$ cat src/rtl/mc_pkg.sv
// Shared types and constants for the A->B memory-transfer path.
// B command encoding is {IncB, WEB}; CMD_CLR also serves as the idle/reset command.
package mc_pkg;

   typedef enum logic [1:0] {
      IDLE = 2'd0,
      XFER = 2'd1,
      DONE = 2'd2
   } state_t;

   localparam logic [1:0] CMD_CLR   = 2'b00;
   localparam logic [1:0] CMD_WRINC = 2'b01;
   localparam logic [1:0] CMD_HOLD  = 2'b10;

   localparam int MC_WIDTH = 8;
   localparam int MC_DEPTH = 4;

endpackage

$ cat src/rtl/mc_a_ram.sv
// Local memory A: DEPTH x WIDTH, synchronous write, asynchronous read.
// Single shared address; contents are intentionally not reset.
module mc_a_ram
   import mc_pkg::*;
#(
   parameter int WIDTH = MC_WIDTH,
   parameter int DEPTH = MC_DEPTH,
   parameter int AW    = $clog2(DEPTH)
) (
   input  logic             clock,
   input  logic             i_we,
   input  logic [AW-1:0]    i_addr,
   input  logic [WIDTH-1:0] i_wdat,
   output logic [WIDTH-1:0] o_rdat
);

   logic [WIDTH-1:0] r_mem [DEPTH];

   always_ff @(posedge clock) begin
      if (i_we) begin
         r_mem[i_addr] <= i_wdat;
      end
   end

   assign o_rdat = r_mem[i_addr];

endmodule

$ cat src/rtl/mc_a_xfer.sv
// Loads DEPTH words into memory A, then on Start streams them into B; B controls are same-cycle decodes.
// Stall holds B's address (never clears it); one-cycle Done after the last non-stalled word.
module mc_a_xfer
   import mc_pkg::*;
#(
   parameter int WIDTH = MC_WIDTH,
   parameter int DEPTH = MC_DEPTH,
   parameter int AW    = $clog2(DEPTH)
) (
   input  logic             clock,
   input  logic             Reset,
   input  logic [WIDTH-1:0] DataInA,
   input  logic             WEA,
   input  logic             Start,
   input  logic             Stall,
   output logic             IncB,
   output logic             WEB,
   output logic [WIDTH-1:0] DataInB,
   output logic [AW-1:0]    AddrA,
   output logic             Full,
   output logic             Busy,
   output logic             Done
);

   localparam logic [AW-1:0] LAST = AW'(DEPTH - 1);

   state_t           r_state;
   logic [AW-1:0]    r_addr;
   logic             r_full;
   logic             w_we;
   logic [WIDTH-1:0] w_rdat;
   logic [1:0]       w_cmd;
   logic [WIDTH-1:0] w_datb;
   logic             w_busy;

   // Start is only accepted when Full, so a load write can never coincide with it.
   assign w_we = (r_state == IDLE) && WEA && !r_full;

   mc_a_ram #(
      .WIDTH (WIDTH),
      .DEPTH (DEPTH),
      .AW    (AW)
   ) u_ram (
      .clock  (clock),
      .i_we   (w_we),
      .i_addr (r_addr),
      .i_wdat (DataInA),
      .o_rdat (w_rdat)
   );

   always_ff @(posedge clock) begin
      if (!Reset) begin
         r_state <= IDLE;
         r_addr  <= '0;
         r_full  <= 1'b0;
      end else begin
         case (r_state)
            IDLE: begin
               if (Start && r_full) begin
                  r_state <= XFER;
               end else if (w_we) begin
                  r_addr <= r_addr + AW'(1);
                  if (r_addr == LAST) begin
                     r_full <= 1'b1;
                  end
               end
            end
            XFER: begin
               if (!Stall) begin
                  r_addr <= r_addr + AW'(1);
                  if (r_addr == LAST) begin
                     r_state <= DONE;
                  end
               end
            end
            DONE: begin
               r_full  <= 1'b0;
               r_state <= IDLE;
            end
            default: r_state <= IDLE;
         endcase
      end
   end

   always_comb begin
      w_cmd  = CMD_CLR;
      w_datb = '0;
      w_busy = 1'b0;
      case (r_state)
         XFER: begin
            w_busy = 1'b1;
            w_datb = w_rdat;
            w_cmd  = Stall ? CMD_HOLD : CMD_WRINC;
         end
         DONE:    w_cmd = CMD_HOLD;
         default: w_cmd = CMD_CLR;
      endcase
   end

   assign {IncB, WEB} = w_cmd;
   assign DataInB     = w_datb;
   assign Busy        = w_busy;
   assign AddrA       = r_addr;
   assign Full        = r_full;
   assign Done        = (r_state == DONE);

endmodule
$ cat config.mk
export PLATFORM = sky130hd
export DESIGN_NAME = mc_a_xfer
export DESIGN_NICKNAME = d
export VERILOG_FILES = /design/src/rtl/mc_pkg.sv /design/src/rtl/mc_a_ram.sv /design/src/rtl/mc_a_xfer.sv
export SDC_FILE = /design/constraint.sdc
export NUM_CORES = 1
export LEC_CHECK = 0
export ABC_AREA = 1
export CAP_MARGIN = 20
export CORE_AREA = 2 2 74 76
export CTS_CLUSTER_DIAMETER = 80
export CTS_CLUSTER_SIZE = 25
export DETAILED_ROUTE_END_ITERATION = 7
export DIE_AREA = 0 0 76 78
export SLEW_MARGIN = 25
export SYNTH_ARGS = -nofsm -noshare
export SYNTH_HDL_FRONTEND = slang
export SYNTH_SLANG_ARGS = --single-unit
$ cat constraint.sdc
create_clock -name clock -period 1.9 [get_ports clock]
set_input_delay 0.38 -clock clock [delete_from_list [all_inputs] [get_ports clock]]
set_output_delay 0.38 -clock clock [all_outputs]
set_load 0.05 [all_outputs]
Yosys cells after proc, flatten, opt, wreduce, memory -nomap -nowiden
Memories as Yosys holds them, arrays and structs flattened. A register that Yosys moved wholly into a read port is not among the register bits. Index checks and enable logic that the tools add are counted.

Bits in registers: 5. Memories: 1. Input port bits: 13. Bits in writable memories: 32.

Multiplexer cells: 20. Add/sub/neg operators: 1. Reductions and logical operators: 10. Equal/unequal tests: 9.

Memories: u_ram.r_mem (depth 4, width 8, read ports 1, clocked after memory_dff 1, wr ports 1, RTL line mc_a_ram.sv:17) `logic [WIDTH-1:0] r_mem [DEPTH];`.

Operator list (count): 2-to-1 mux 2 bit (9); one-hot mux 2 bit (2 select lines) (3); 2-to-1 mux 8 bit (1); AND reduction 4 bit (2); 2-to-1 mux 1 bit (6); inequality test 2 x 1 -> 1 bit (second input constant) (3); inequality test 2 bit (second input constant) (3); == test 2 bit (second input constant) (2); nonzero test 2 bit (2); logical AND 1 bit (3); AND reduction 3 bit (1); adder 2 x 1 -> 2 bit (second input constant) (1); == test 2 x 1 -> 1 bit (second input constant) (1); logical NOT 2 bit (1); one-hot mux 1 bit (2 select lines) (1); logical NOT 1 bit (1).

Depth between registers and ports, before layout
Depth after elaboration: 8. Gate-level depth with buffers: 8.

Cells and area by module
Synthesis repeated with hierarchy kept, for this count alone.

Cells, all modules: 181. Area, all modules: 1745.4 µm².

Modules (own cells, without submodules): mc_a_ram (instances 1, area an instance 1346.3 µm², cells an instance 115); mc_a_xfer (instances 1, area an instance 399.1 µm², cells an instance 66).

Worst setup path after synthesis
Ideal clock, no wire load.

Kind: flip-flop to output port. Start: register r_state[1]. End: output port DataInB[0]. Cell stages (with the launch flop): 5. Arrival: 2.092 ns. Setup slack: -0.572 ns. Required time: 1.520 ns. Cells stage by stage: dfxtp_1 -> inv_1 -> ha_1 -> clkinv_1 -> a21oi_1.

Cells in the longest elaborated chain, start to end: 2.

RTL lines: start, declared (RTL line mc_a_xfer.sv:27) `state_t r_state;`; start signal, assigned (RTL line mc_a_xfer.sv:53) `r_state <= IDLE;`; start signal, assigned (RTL line mc_a_xfer.sv:60) `r_state <= XFER;`; start signal, assigned (RTL line mc_a_xfer.sv:72) `r_state <= DONE;`; == test 2 x 1 -> 1 bit (RTL line mc_a_xfer.sv:89) `case (r_state)`; 2-to-1 mux 8 bit (RTL line mc_a_xfer.sv:89); end, declared (RTL line mc_a_xfer.sv:18) `output logic [WIDTH-1:0] DataInB,`.

Every way passes these cells.

Worst setup path after layout
Start: register r_state[1]. End: output port IncB.

Cells in the longest elaborated chain, start to end: 2. Elaborated cells on any way between the ends: 3. Classes of those cells: eq/ne (2); mux (1).

RTL lines: == test 2 bit / == test 2 x 1 -> 1 bit (equally long branches) (RTL line mc_a_xfer.sv:89); one-hot mux 2 bit (2 select lines) * (RTL line mc_a_xfer.sv:89); end, declared (RTL line mc_a_xfer.sv:16) `output logic IncB,`.

Mark *: on every way between the ends. The rest lies on a longest branch, timed or not.

==> out/qor.txt <==
Status: completed
Initial Util: 34.2%
Min Hold Slack: 0.507 ns
CP endpoint: IncB
DRC viols: 0
Period utilization: 95.8%
Worst vdd ir: 0.000777 V
CP max stage cell: dfxtp_2
Final Wtd Congestion: 0.749
Clock slew at reported path FFs: 0.07 ns
Via-per-instance ratio: 4.31
Clock power share: 21.2%
Postcts setup bufs: 0
Initial antenna violation count: 0
WL/cell: 11.0 um
CTS buffer count: 5
Post-Synth XOR/XNOR Area: 0%
Min Clock Period, post-route: 1.82 ns
Core ar.: 5040 um2
Worst setup SP type: flip-flop
Hold Vio Cnt, Final: 0
Synth unique cells: 19
CTS tree: yes
RSZ-0062 raised after global routing: no
Compound-Gate Fraction of Synth Area: 6.96%
Overflow after GRT: 0
Post-synth net total: 183
CTS root buffer: clkbuf_8
Synth area leaders: edfxtp_1 (56%), nand2_1 (9.1%), dfxtp_1 (8.1%)
Area of the mapped netlist: 1730 um2
Crit path capture type: output port
H-tree depth: 2
Via count: 1186
CP max stage delay: 0.34 ns
Met2 wire length: 1500 um
Final WL: 3040 um
Pwr Density: 1300 nW/um2
# clock sinks: 39
Fmax: 0.549 GHz
Commonest non-fill, non-tap cell in the layout: nand2_1
Port Buf Inserts: 27
CP arrival: 1.44 ns
Pint: 2020 uW
Final ANT Viol Nets: 0
First-pass GRT wire length: 5260 um
Top Ports: 28
Switching part of the total: 37.0%
Vias in the first global route: 1134
Synth Area in Simple Gates: 17.4%
Die Footprint: 5930 um2
Yosys top cell area share: 55.7%
CP delay by family, top: buffers and inverters
Met3 Routed Length: 208 um
R2R Path Start: r_state[0]
Final Max Tran Viols: 0
Area leader, netlist: edfxtp_1
Leakage: 0.000955 uW
Sequential area share after synthesis: 63.8%
Die Ht: 78 um
Psw: 1190 uW
Ratio of cells with drive above 1 in the final layout: 25.9%
Mapped Cells: 163
End of the worst register-to-register path: u_ram.r_mem[0][1]
Total power: 3210 uW
Adder-cell area share of the yosys netlist: 5.07%
Clk_skew: 0.00794 ns
Setup CP Type: flip-flop to output port
Post-detail-place hpwl: 2190 um
Worst-case clock buffer depth: 2
Largest net degree at the start of global routing: 18
Worst hold path class: flip-flop to flip-flop
CP required: 1.52 ns
Commonest cells after routing, fill and taps aside: nand2_1 (41), edfxtp_1 (32), nor2_1 (23)
Post-layout nets: 224
Setup-failing EPs final: 0
Area Growth Syn to Fin: 43.5%
Setup crit start: r_state[1]
Combinational fraction of design power: 42.2%
Final TNS setup: 0 ns
Buffers & Inverters on Critical Path: 4
Row cnt: 26
YS warnings: 0
Slew margin rel.: 83.2%
Die W: 76 um
Worst-Skew Late Latency: 0.29 ns
Critical path peak fanout: 4
Worst slew pin tran: 0.252 ns
Worst-path cell chain: inv_2 > ha_4 > buf_6 > nand2_2 > inv_1 > o21a_1 > buf_12
Flop pwr share: 36.6%
DR iter-0 viols: 24
WL met1: 1300 um
Path depth of the worst reg2reg path: 5
CP Depth: 7
Max-Cap Viols: 0
Flops & latches, synth: 39
Diodes inserted: 0
Largest family of logic cells by synthesized area: simple AND/OR/NAND/NOR gates
First-pass DRT Iterations: 4
Worst R2R Setup Slack: 0.41 ns
Fillers: 474
Syn avg cell area: 10.6 um2
Hold_buf cts: 0
Gr usage total: 11.6%
Post-synthesis mux area share: 0%
Highest metal used: met4
[state kept, by name, indices dropped and copies added (netlist names), named ones only]
name and count:
r_state 2, Full 1, AddrA 2, u_ram.r_mem 32
[cell families (layout without fill, tap and decap cells)]
family | Yosys count | in the layout
and+or+nand+nor | 75 | 75
buffers and inverters | 19 | 61
AOI/OAI and AO/OA | 23 | 23
DFF | 39 | 39
adders and majority gates | 7 | 7
[synth_stat cells, drive strengths merged]
| cell type | instances |
|---|---|
| o21ai | 9 |
| nand3b | 1 |
| a21oi | 12 |
| clkinv | 1 |
| inv | 14 |
| nand2 | 44 |
| a21boi | 1 |
| buf | 4 |
| o21a | 1 |
| edfxtp | 32 |
| nor2 | 26 |
| ha | 7 |
| dfxtp | 7 |
| nand3 | 4 |
[power by group through the flow]
stage / clock [uW] / sequential, uW / combinational [uW]
6_report: 680 / 1180 / 1350
5_1_grt: 752 / 1190 / 1500
4_1_cts: 697 / 1170 / 1360
3_5_place_dp: 0 / 1190 / 1350
3_3_place_gp: 0 / 1190 / 1350
2_1_floorplan: 0 / 1240 / 882
[through the flow]
stage	setup slack [ns]	utilization, %	cells	cell area, um2
after floorplan	0.00718	-	163	1830
after global placement	0.148	46.4	267	2340
after detailed placement	0.126	46.4	267	2340
after CTS	0.00761	48.7	275	2460
after global routing	0.00321	49.1	275	2480
final	0.0790	49.1	275	2480
[layer usage]
| layer | vias up | track usage [%] |
|---|---|---|
| met3 | 5 | 5.12 |
| met4 | 0 | 3.27 |
| met5 | - | 0 |
| li1 | 617 | - |
| met1 | 534 | 13.6 |
| met2 | 30 | 19.6 |
[worst min-delay path: stages, from the launching register on]
cell and delay [ns]:
dfxtp_2 0.33, inv_2 0.08, a21oi_1 0.07
[worst min path at each step]
stage,startpoint,endpoint,slack [ns],depth (start not counted)
after global placement,r_state[1],r_state[1],0.50,2
final,r_state[1],r_state[1],0.51,2
after floorplan,r_state[1],r_state[1],0.48,2
after detailed placement,r_state[0],r_state[0],0.51,2
after global routing,r_state[1],r_state[1],0.54,2
after CTS,r_state[0],r_state[0],0.52,2
[cell type report]
class | count | area [um2] | share of cell area, %
well taps | 70 | 87.6 | 3.54
flip-flops and latches | 39 | 1100 | 44.5
inverters | 15 | 70.1 | 2.83
repair buffers | 38 | 482 | 19.4
multi-input cells | 105 | 621 | 25.1
clock inverters | 3 | 46.3 | 1.87
clock buffers | 5 | 68.8 | 2.78
[timing repair]
action	in CTS	in global routing
gates resized for setup	1	11
setup endpoints to repair	1	9
pin swaps	0	2
Note: power is estimated with default switching activity, not from simulation.
